`src/rtl/branch_driver.sv`:
```
// branch_driver: initiator side of the predictor protocol.
// Buffers resolved branch outcomes in a small FIFO and, for each one, runs a
// REQ / WAIT / RES handshake with the predictor, then scores the prediction.
// Optional feature macro: BRANCH_DRIVER_STREAK_EN adds the max_streak output,
// which reports the longest run of consecutive mispredictions.
module branch_driver #(
  parameter int DEPTH = 8,
  parameter int CNT_W = 16
) (
  input  logic             clk,
  input  logic             rst_n,
  input  logic             in_valid,
  input  logic             in_taken,
  output logic             in_ready,
  output logic             request,
  output logic             result,
  output logic             taken,
  input  logic             prediction,
  output logic             mispredict,
  output logic             busy,
  output logic [CNT_W-1:0] branch_count,
  output logic [CNT_W-1:0] miss_count
`ifdef BRANCH_DRIVER_STREAK_EN
  ,
  output logic [CNT_W-1:0] max_streak
`endif
);

  localparam int AW = $clog2(DEPTH);
  localparam logic [AW:0] FULL_CNT = (AW+1)'(DEPTH);

  typedef enum logic [1:0] {IDLE, REQ, WAIT, RES} state_t;

  state_t           state_q, state_d;
  logic [DEPTH-1:0] mem_q;
  logic [AW-1:0]    wrPtr_q, rdPtr_q;
  logic [AW:0]      count_q, count_d;
  logic             pred_q;
  logic             mispredict_q;
  logic [CNT_W-1:0] branchCount_q, missCount_q;

  logic push, pop, head, miss;

  assign push = in_valid && in_ready;
  assign pop  = (state_q == RES);
  assign head = mem_q[rdPtr_q];
  assign miss = pred_q != head;

  // FIFO occupancy after this edge; a simultaneous push and pop cancel out
  always_comb begin
    count_d = count_q;
    case ({push, pop})
      2'b10:   count_d = count_q + 1'b1;
      2'b01:   count_d = count_q - 1'b1;
      default: count_d = count_q;
    endcase
  end

  // Outcome storage; no reset needed since only entries below count are read
  always_ff @(posedge clk) begin
    if (push) mem_q[wrPtr_q] <= in_taken;
  end

  // FIFO pointers and occupancy count
  always_ff @(posedge clk) begin
    if (!rst_n) begin
      wrPtr_q <= '0;
      rdPtr_q <= '0;
      count_q <= '0;
    end else begin
      if (push) wrPtr_q <= wrPtr_q + 1'b1;
      if (pop)  rdPtr_q <= rdPtr_q + 1'b1;
      count_q <= count_d;
    end
  end

  // State register
  always_ff @(posedge clk) begin
    if (!rst_n) state_q <= IDLE;
    else        state_q <= state_d;
  end

  // Next state: IDLE looks at the registered count so a push never overlaps REQ entry
  always_comb begin
    state_d = state_q;
    case (state_q)
      IDLE:    if (count_q != '0) state_d = REQ;
      REQ:     state_d = WAIT;
      WAIT:    state_d = RES;
      RES:     state_d = (count_d != '0) ? REQ : IDLE;
      default: state_d = IDLE;
    endcase
  end

  // Protocol outputs decoded purely from registered state
  always_comb begin
    request = 1'b0;
    result  = 1'b0;
    taken   = 1'b0;
    case (state_q)
      REQ:     request = 1'b1;
      RES:     begin
                 result = 1'b1;
                 taken  = head;
               end
      default: ;
    endcase
  end

  // Prediction capture in WAIT, scoring and saturating counters at RES
  always_ff @(posedge clk) begin
    if (!rst_n) begin
      pred_q        <= 1'b0;
      mispredict_q  <= 1'b0;
      branchCount_q <= '0;
      missCount_q   <= '0;
    end else begin
      mispredict_q <= 1'b0;
      if (state_q == WAIT) pred_q <= prediction;
      if (state_q == RES) begin
        if (branchCount_q != '1) branchCount_q <= branchCount_q + 1'b1;
        if (miss) begin
          mispredict_q <= 1'b1;
          if (missCount_q != '1) missCount_q <= missCount_q + 1'b1;
        end
      end
    end
  end

  assign in_ready     = (count_q != FULL_CNT);
  assign busy         = (state_q != IDLE) || (count_q != '0);
  assign mispredict   = mispredict_q;
  assign branch_count = branchCount_q;
  assign miss_count   = missCount_q;

`ifdef BRANCH_DRIVER_STREAK_EN
  logic [CNT_W-1:0] curRun_q, curRun_d, maxRun_q;

  // Current run grows on a miss and clears on a correct prediction
  always_comb begin
    curRun_d = curRun_q;
    if (state_q == RES) begin
      if (!miss)                curRun_d = '0;
      else if (curRun_q != '1)  curRun_d = curRun_q + 1'b1;
    end
  end

  // Streak registers; the longest run follows the updated current run at the same edge
  always_ff @(posedge clk) begin
    if (!rst_n) begin
      curRun_q <= '0;
      maxRun_q <= '0;
    end else begin
      curRun_q <= curRun_d;
      if (curRun_d > maxRun_q) maxRun_q <= curRun_d;
    end
  end

  assign max_streak = maxRun_q;
`endif

endmodule

```
`config.mk`:
```
export PLATFORM = sky130hd
export DESIGN_NAME = branch_driver
export DESIGN_NICKNAME = d
export VERILOG_FILES = /design/src/rtl/branch_driver.sv
export SDC_FILE = /design/constraint.sdc
export NUM_CORES = 1
export LEC_CHECK = 0
export BUFFER_PORTS_ARGS = -buffer_cell sky130_fd_sc_hd__buf_4
export CELL_PAD_IN_SITES_DETAIL_PLACEMENT = 1
export CELL_PAD_IN_SITES_GLOBAL_PLACEMENT = 1
export CORE_ASPECT_RATIO = 0.7
export CORE_MARGIN = 2
export CORE_UTILIZATION = 39
export CTS_BUF_LIST = sky130_fd_sc_hd__clkbuf_8
export CTS_CLUSTER_SIZE = 20
export DETAILED_ROUTE_END_ITERATION = 8
export HOLD_SLACK_MARGIN = 0.02
export PLACE_DENSITY_LB_ADDON = 0.1
export SYNTH_ARGS = -nofsm -noshare
export SYNTH_HDL_FRONTEND = slang
export SYNTH_SLANG_ARGS = --single-unit
export TNS_END_PERCENT = 50
```
`constraint.sdc`:
```
create_clock -name clk -period 5 [get_ports clk]
set_input_delay 0.5 -clock clk [delete_from_list [all_inputs] [get_ports clk]]
set_output_delay 0.5 -clock clk [all_outputs]
set_load 0.02 [all_outputs]
```
After elaboration in Yosys (flattened, before gate mapping)
Cells that the tools add are included.
{"block": "op_classes", "order_cmp": 3, "muxes": 13, "n_eq_ne": 10, "n_reduce_logical": 10, "addsub": 6}
{"operator": "16-bit by 1-bit adder with 16-bit output, second input constant", "count": 2}
{"operator": "16-bit inequality test, second input constant", "count": 2}
{"operator": "8-bit bitwise mux", "count": 1}
{"operator": "3-bit by 4-bit less-than comparator with 1-bit output, second input constant", "count": 2}
{"operator": "2-bit case mux with 4 select lines", "count": 1}
{"operator": "4-bit case mux with 2 select lines", "count": 1}
{"operator": "4-bit nonzero test", "count": 2}
{"operator": "1-bit two-way mux", "count": 7}
{"operator": "3-bit by 1-bit adder with 3-bit output, second input constant", "count": 2}
{"operator": "2-bit == test, second input constant", "count": 3}
{"operator": "4-bit by 1-bit adder with 4-bit output, second input constant", "count": 1}
{"operator": "2-bit by 1-bit == test with 1-bit output, second input constant", "count": 2}
{"operator": "4-bit inequality test, second input constant", "count": 1}
{"operator": "2-bit AND reduction", "count": 2}
{"operator": "4-bit by 1-bit subtractor with 4-bit output, second input constant", "count": 1}
{"operator": "1-bit binary-select mux with 3-bit select", "count": 1}
{"operator": "1-bit demux with 3-bit select", "count": 1}
{"operator": "3-bit by 1-bit >= comparator with 1-bit output, second input constant", "count": 1}
{"operator": "3-bit AND reduction", "count": 1}
{"operator": "1-bit logical AND", "count": 2}
{"operator": "2-bit zero test", "count": 1}
{"operator": "2-bit two-way mux", "count": 1}
{"operator": "2-bit inequality test, second input constant", "count": 1}
{"operator": "2-bit nonzero test", "count": 1}
{"operator": "2 further kinds", "count": 2}
{"block": "word_totals", "inputBits": 5, "regBits": 54, "out_inout_bits": 38}

Logic depth before layout (Yosys ltp)
{"block": "logic_depth", "word_depth": 7, "mapped_depth": 12, "ltp_nobuf": 11}

Least setup slack after synthesis
OpenSTA, ideal clock, no wires.
{"block": "synth_path", "path_type": "flip-flop to flip-flop", "from": "reg count_q[1]", "to": "reg state_q[0]", "arrival_time_ns": 2.328, "stages_incl_launch_ff": 13, "setup_slack_ns": 2.544, "period_less_slack_ns": 2.456, "setup_ns": 0.128, "path_cell_list": "dfxtp_1 > clkbuf_1 > nor3_1 > nand2_1 > nand2_1 > ha_1 > xor2_1 > ha_1 > a21oi_1 > xor2_1 > nor2_1 > xnor2_1 > a31oi_1"}
{"block": "synth_via", "elab_chain_cells": 7}
{"element": "from (decl)", "line_no": "37", "source": "logic [AW:0] count_q, count_d;"}
{"element": "from (signal assigned)", "line_no": "73", "source": "count_q <= count_d;"}
{"element": "4-bit inequality test (*)", "line_no": "130", "source": "assign in_ready = (count_q != FULL_CNT);"}
{"element": "net in_ready", "line_no": "14", "source": "output logic in_ready,"}
{"element": "1-bit logical AND (*)", "line_no": "44", "source": "assign push = in_valid && in_ready;"}
{"element": "2-bit by 1-bit == test with 1-bit output or 2-bit == test (tied branches)", "line_no": "52", "source": "case ({push, pop})"}
{"element": "4-bit case mux with 2 select lines (*)", "line_no": "52"}
{"element": "4-bit nonzero test (*)", "line_no": "90", "source": "RES: state_d = (count_d != '0) ? REQ : IDLE;"}
{"element": "1-bit two-way mux (*)", "line_no": "90"}
{"element": "2-bit case mux with 4 select lines (*)", "line_no": "86", "source": "case (state_q)"}
{"element": "to (signal assigned)", "line_no": "80", "source": "else state_q <= state_d;"}
{"element": "to (decl)", "line_no": "34", "source": "state_t state_q, state_d;"}
The timed path passes the listed nets; every way through them passes the cells marked *.
A chain may end at the register's enable or synchronous reset.

Worst setup path after layout
{"block": "layout_path", "from": "reg rdPtr_q[0]", "to": "reg missCount_q[12] (netlist: miss_count[12])"}
{"block": "layout_via", "elab_chain_cells": 4}
{"element": "from (decl)", "line_no": "36", "source": "logic [AW-1:0] wrPtr_q, rdPtr_q;"}
{"element": "from (signal assigned)", "line_no": "72", "source": "if (pop) rdPtr_q <= rdPtr_q + 1'b1;"}
{"element": "1-bit binary-select mux with 3-bit select", "line_no": "46", "source": "assign head = mem_q[rdPtr_q];"}
{"element": "1-bit two-way mux (not written as such)", "line_no": "46"}
{"element": "1-bit inequality test", "line_no": "47", "source": "assign miss = pred_q != head;"}
{"element": "3-bit AND reduction (no source line)"}
{"element": "to (signal assigned)", "line_no": "124", "source": "if (missCount_q != '1) missCount_q <= missCount_q + 1'b1;"}
{"element": "to (decl)", "line_no": "40", "source": "logic [CNT_W-1:0] branchCount_q, missCount_q;"}
No other way between the ends. The select of a mux whose other input is x is not followed.

==> flow_metrics.tcl <==
set metrics [dict create \
    fin_util 0.472 \
    relSlewSlack 0.197 \
    timing.rr.start "rdPtr_q[0]" \
    cts_buffer_depth 2 \
    ys_top_cells_by_area "dfxtp_1 (33%), edfxtp_1 (8.7%), ha_1 (5.5%)" \
    n_antenna_cell 0 \
    critPathKind "reg -> reg" \
    clk_latency_ps 310 \
    cpMaxStageDelayCell "xor2_2" \
    critPathRequiredTime_ps 5210 \
    worstSetupEndpointType "flip-flop" \
    track_usage 0.180 \
    htree_levels 2 \
    hp-start "in_taken" \
    core_area_um2 6790 \
    post_cts_buffers 0 \
    rsz0062_at_grt "no" \
    seq_area_frac_synth 0.422 \
    synth_ff_type "dfxtp_1" \
    grt_pass1_vias 2295 \
    async_flop_share 0 \
    multi_input_area_um2 1470 \
    dr_wl_met3_um 216 \
    status "finished, final reports clean" \
    max_slew.worst_pin.slew_ps 1200 \
    powerDensity_nw_per_um2 317 \
    numClockSinks 54 \
    vias 2308 \
    period_share 0.553 \
    gp_congestion 0.808 \
    fin_ws_ps 2240 \
    routed_wl_um 6770 \
    io_buffer_count 42 \
    overflow 0 \
    vias_per_cell 5.44 \
    die_area_um2 7750 \
    finalMaxSlewViolations 0 \
    period_needed_ps 2760 \
    setup_viol 0 \
    regArea_um2 1160 \
    grt_pass1_wl_um 11300 \
    drc 0 \
    ys.warnings.count 0 \
    cp.buffers_inverters 0 \
    drt-initial-drc-count 64 \
    pwr-share-seq 0.480 \
    area_growth_pct 16.4 \
    power.internal_uw 691 \
    synth-edff-count 8 \
    path_clk_slew_ps 100 \
    place_ws_ps 2230 \
    cts_resized 0 \
    synth_largest_area_cell "dfxtp_1" \
    worst_ep_arrival_time_ps 2980 \
    antenna_found_initial 0 \
    p_leak_nw 1.18 \
    synth_nets 310 \
    finalHoldViolCount 0 \
    cts_root_buf "clkbuf_8" \
    fill_cells 817 \
    routed-wl-met2_um 3010 \
    die_y_um 74.3 \
    cts_buffers 5 \
    peakVddDrop_mv 0.168 \
    ys_ff_latch 54 \
    synth_cells 293 \
    dp_hpwl_um 4710 \
    switching_share 0.318 \
    timing.max_cap.violations 0 \
    fin_setup_tns_ps 0 \
    comb_power_share 0.228 \
    cts_hold_buf 0 \
    ant_nets 0 \
    slowest_delay_ps 940 \
    timing.hold.ws_ps 432 \
    grt_max_degree 38 \
    fmax_ghz 0.362 \
    drive_gt1_frac 0.176 \
    syn_area_per_cell_um2 9.39 \
    die_w_um 104 \
    cts_tree "yes" \
    critical-path-top-delay-family "XOR/XNOR gates" \
    routedLengthMet1_um 3520 \
    dr.pass1.iters 6 \
    nNetsFinal 346 \
    synth.distinct_cells 49 \
    crit_chain "mux4_1, mux2i_4, xor2_2, a2111oi_0, a31o_2" \
    top_layer "met4" \
    yosysTopAreaCellShare 0.335 \
    rows 25 \
    crit_path_start_kind "flip-flop" \
    clkPwrFrac 0.292 \
    worstSetupStartpoint "rdPtr_q[0]" \
    wl_per_cell_um 16.0 \
    io_pins 43 \
    syn_area_um2 2750 \
    hold_path.class "in -> reg" \
    p_sw_uw 322 \
    crit_fanout 32 \
    fin_skew_ps 10.0 \
    floorplan.initialDensity 0.405 \
]
power by group through the flow:
stage,logic [mW],registers (mW),clock network (mW)
after global placement,0.223,0.495,0
after CTS,0.233,0.487,0.309
after detailed placement,0.228,0.496,0
after floorplan,0.191,0.490,0
final,0.231,0.486,0.296
after global routing,0.259,0.491,0.323
registers in the layout, summed over array words and instances, names as in the netlist:
register,cells
count_q,4
pred_q,1
state_q,2
rdPtr_q,3
miss_count,16
branch_count,16
mem_q,8
wrPtr_q,3
mispredict,1
cells in the mapped netlist, drive strengths merged, types with 2 or more instances:
cell / count
a21oi: 27
a31oi: 3
and2: 2
and3: 8
and4: 3
buf: 7
clkbuf: 6
dfxtp: 46
edfxtp: 8
ha: 12
inv: 9
mux2i: 6
mux4: 2
nand2: 14
nand2b: 5
nand3: 18
nand4: 5
nor2: 23
nor3: 6
nor3b: 2
nor4: 2
o2111ai: 2
o211ai: 3
o21a: 2
o21ai: 11
o31ai: 15
or3: 8
or4: 15
xnor2: 5
xor2: 9
cells by family after synthesis:
| family | share of synthesized area |
|---|---|
| AND/OR/NAND/NOR | 0.228 |
| buffers and inverters | 0.0450 |
| AO/OA/AOI/OAI | 0.157 |
| multiplexers | 0.0455 |
| adder cells (fa/ha/maj) | 0.0546 |
| flip-flops | 0.422 |
| XOR/XNOR | 0.0473 |
worst paths after layout:
path                          to  slack [ps]  cells after the start
setup reg to reg  miss_count[12]        2240                      5
hold reg to reg    miss_count[4]         510                      2
hold / removal          mem_q[4]         430                      1
setup / recovery  miss_count[12]        2240                      5
final cells by class:
type,instances,area share
timing repair buffer,42,0.0985
clock inverter,3,0.0125
clock buffer,5,0.0215
multi-input combinational,217,0.458
inverter,9,0.0106
sequential,54,0.363
tap,94,0.0367
through the flow:
stage | instances | power, mW | instance area, µm²
after global routing | 424 | 1.07 | 3200
final | 424 | 1.01 | 3200
after detailed placement | 416 | 0.724 | 3090
after global placement | 416 | 0.718 | 3090
after floorplan | 293 | 0.682 | 2750
after CTS | 424 | 1.03 | 3200
layer usage:
layer  vias to the layer above  GRT usage
li1                       1170          -
met1                      1110      0.249
met2                        26      0.294
met3                         2     0.0359
met4                         0     0.0480
met5                         -          0
cell usage in the layout, fill, tap and decap left out, types with 5 or more instances in the layout:
cell type,count
dfxtp_1,46
buf_4,42
a21oi_1,27
nor2_1,23
nand3_1,18
o31ai_1,15
or4_1,15
nand2_1,14
ha_1,12
inv_1,8
xor2_1,8
and3_1,8
o21ai_0,8
edfxtp_1,8
nor3_1,6
or3_1,6
nand2b_1,5
nand4_1,5
xnor2_1,5
mux2i_1,5
clkbuf_8,5
Note: power is estimated with default switching activity, not from simulation.
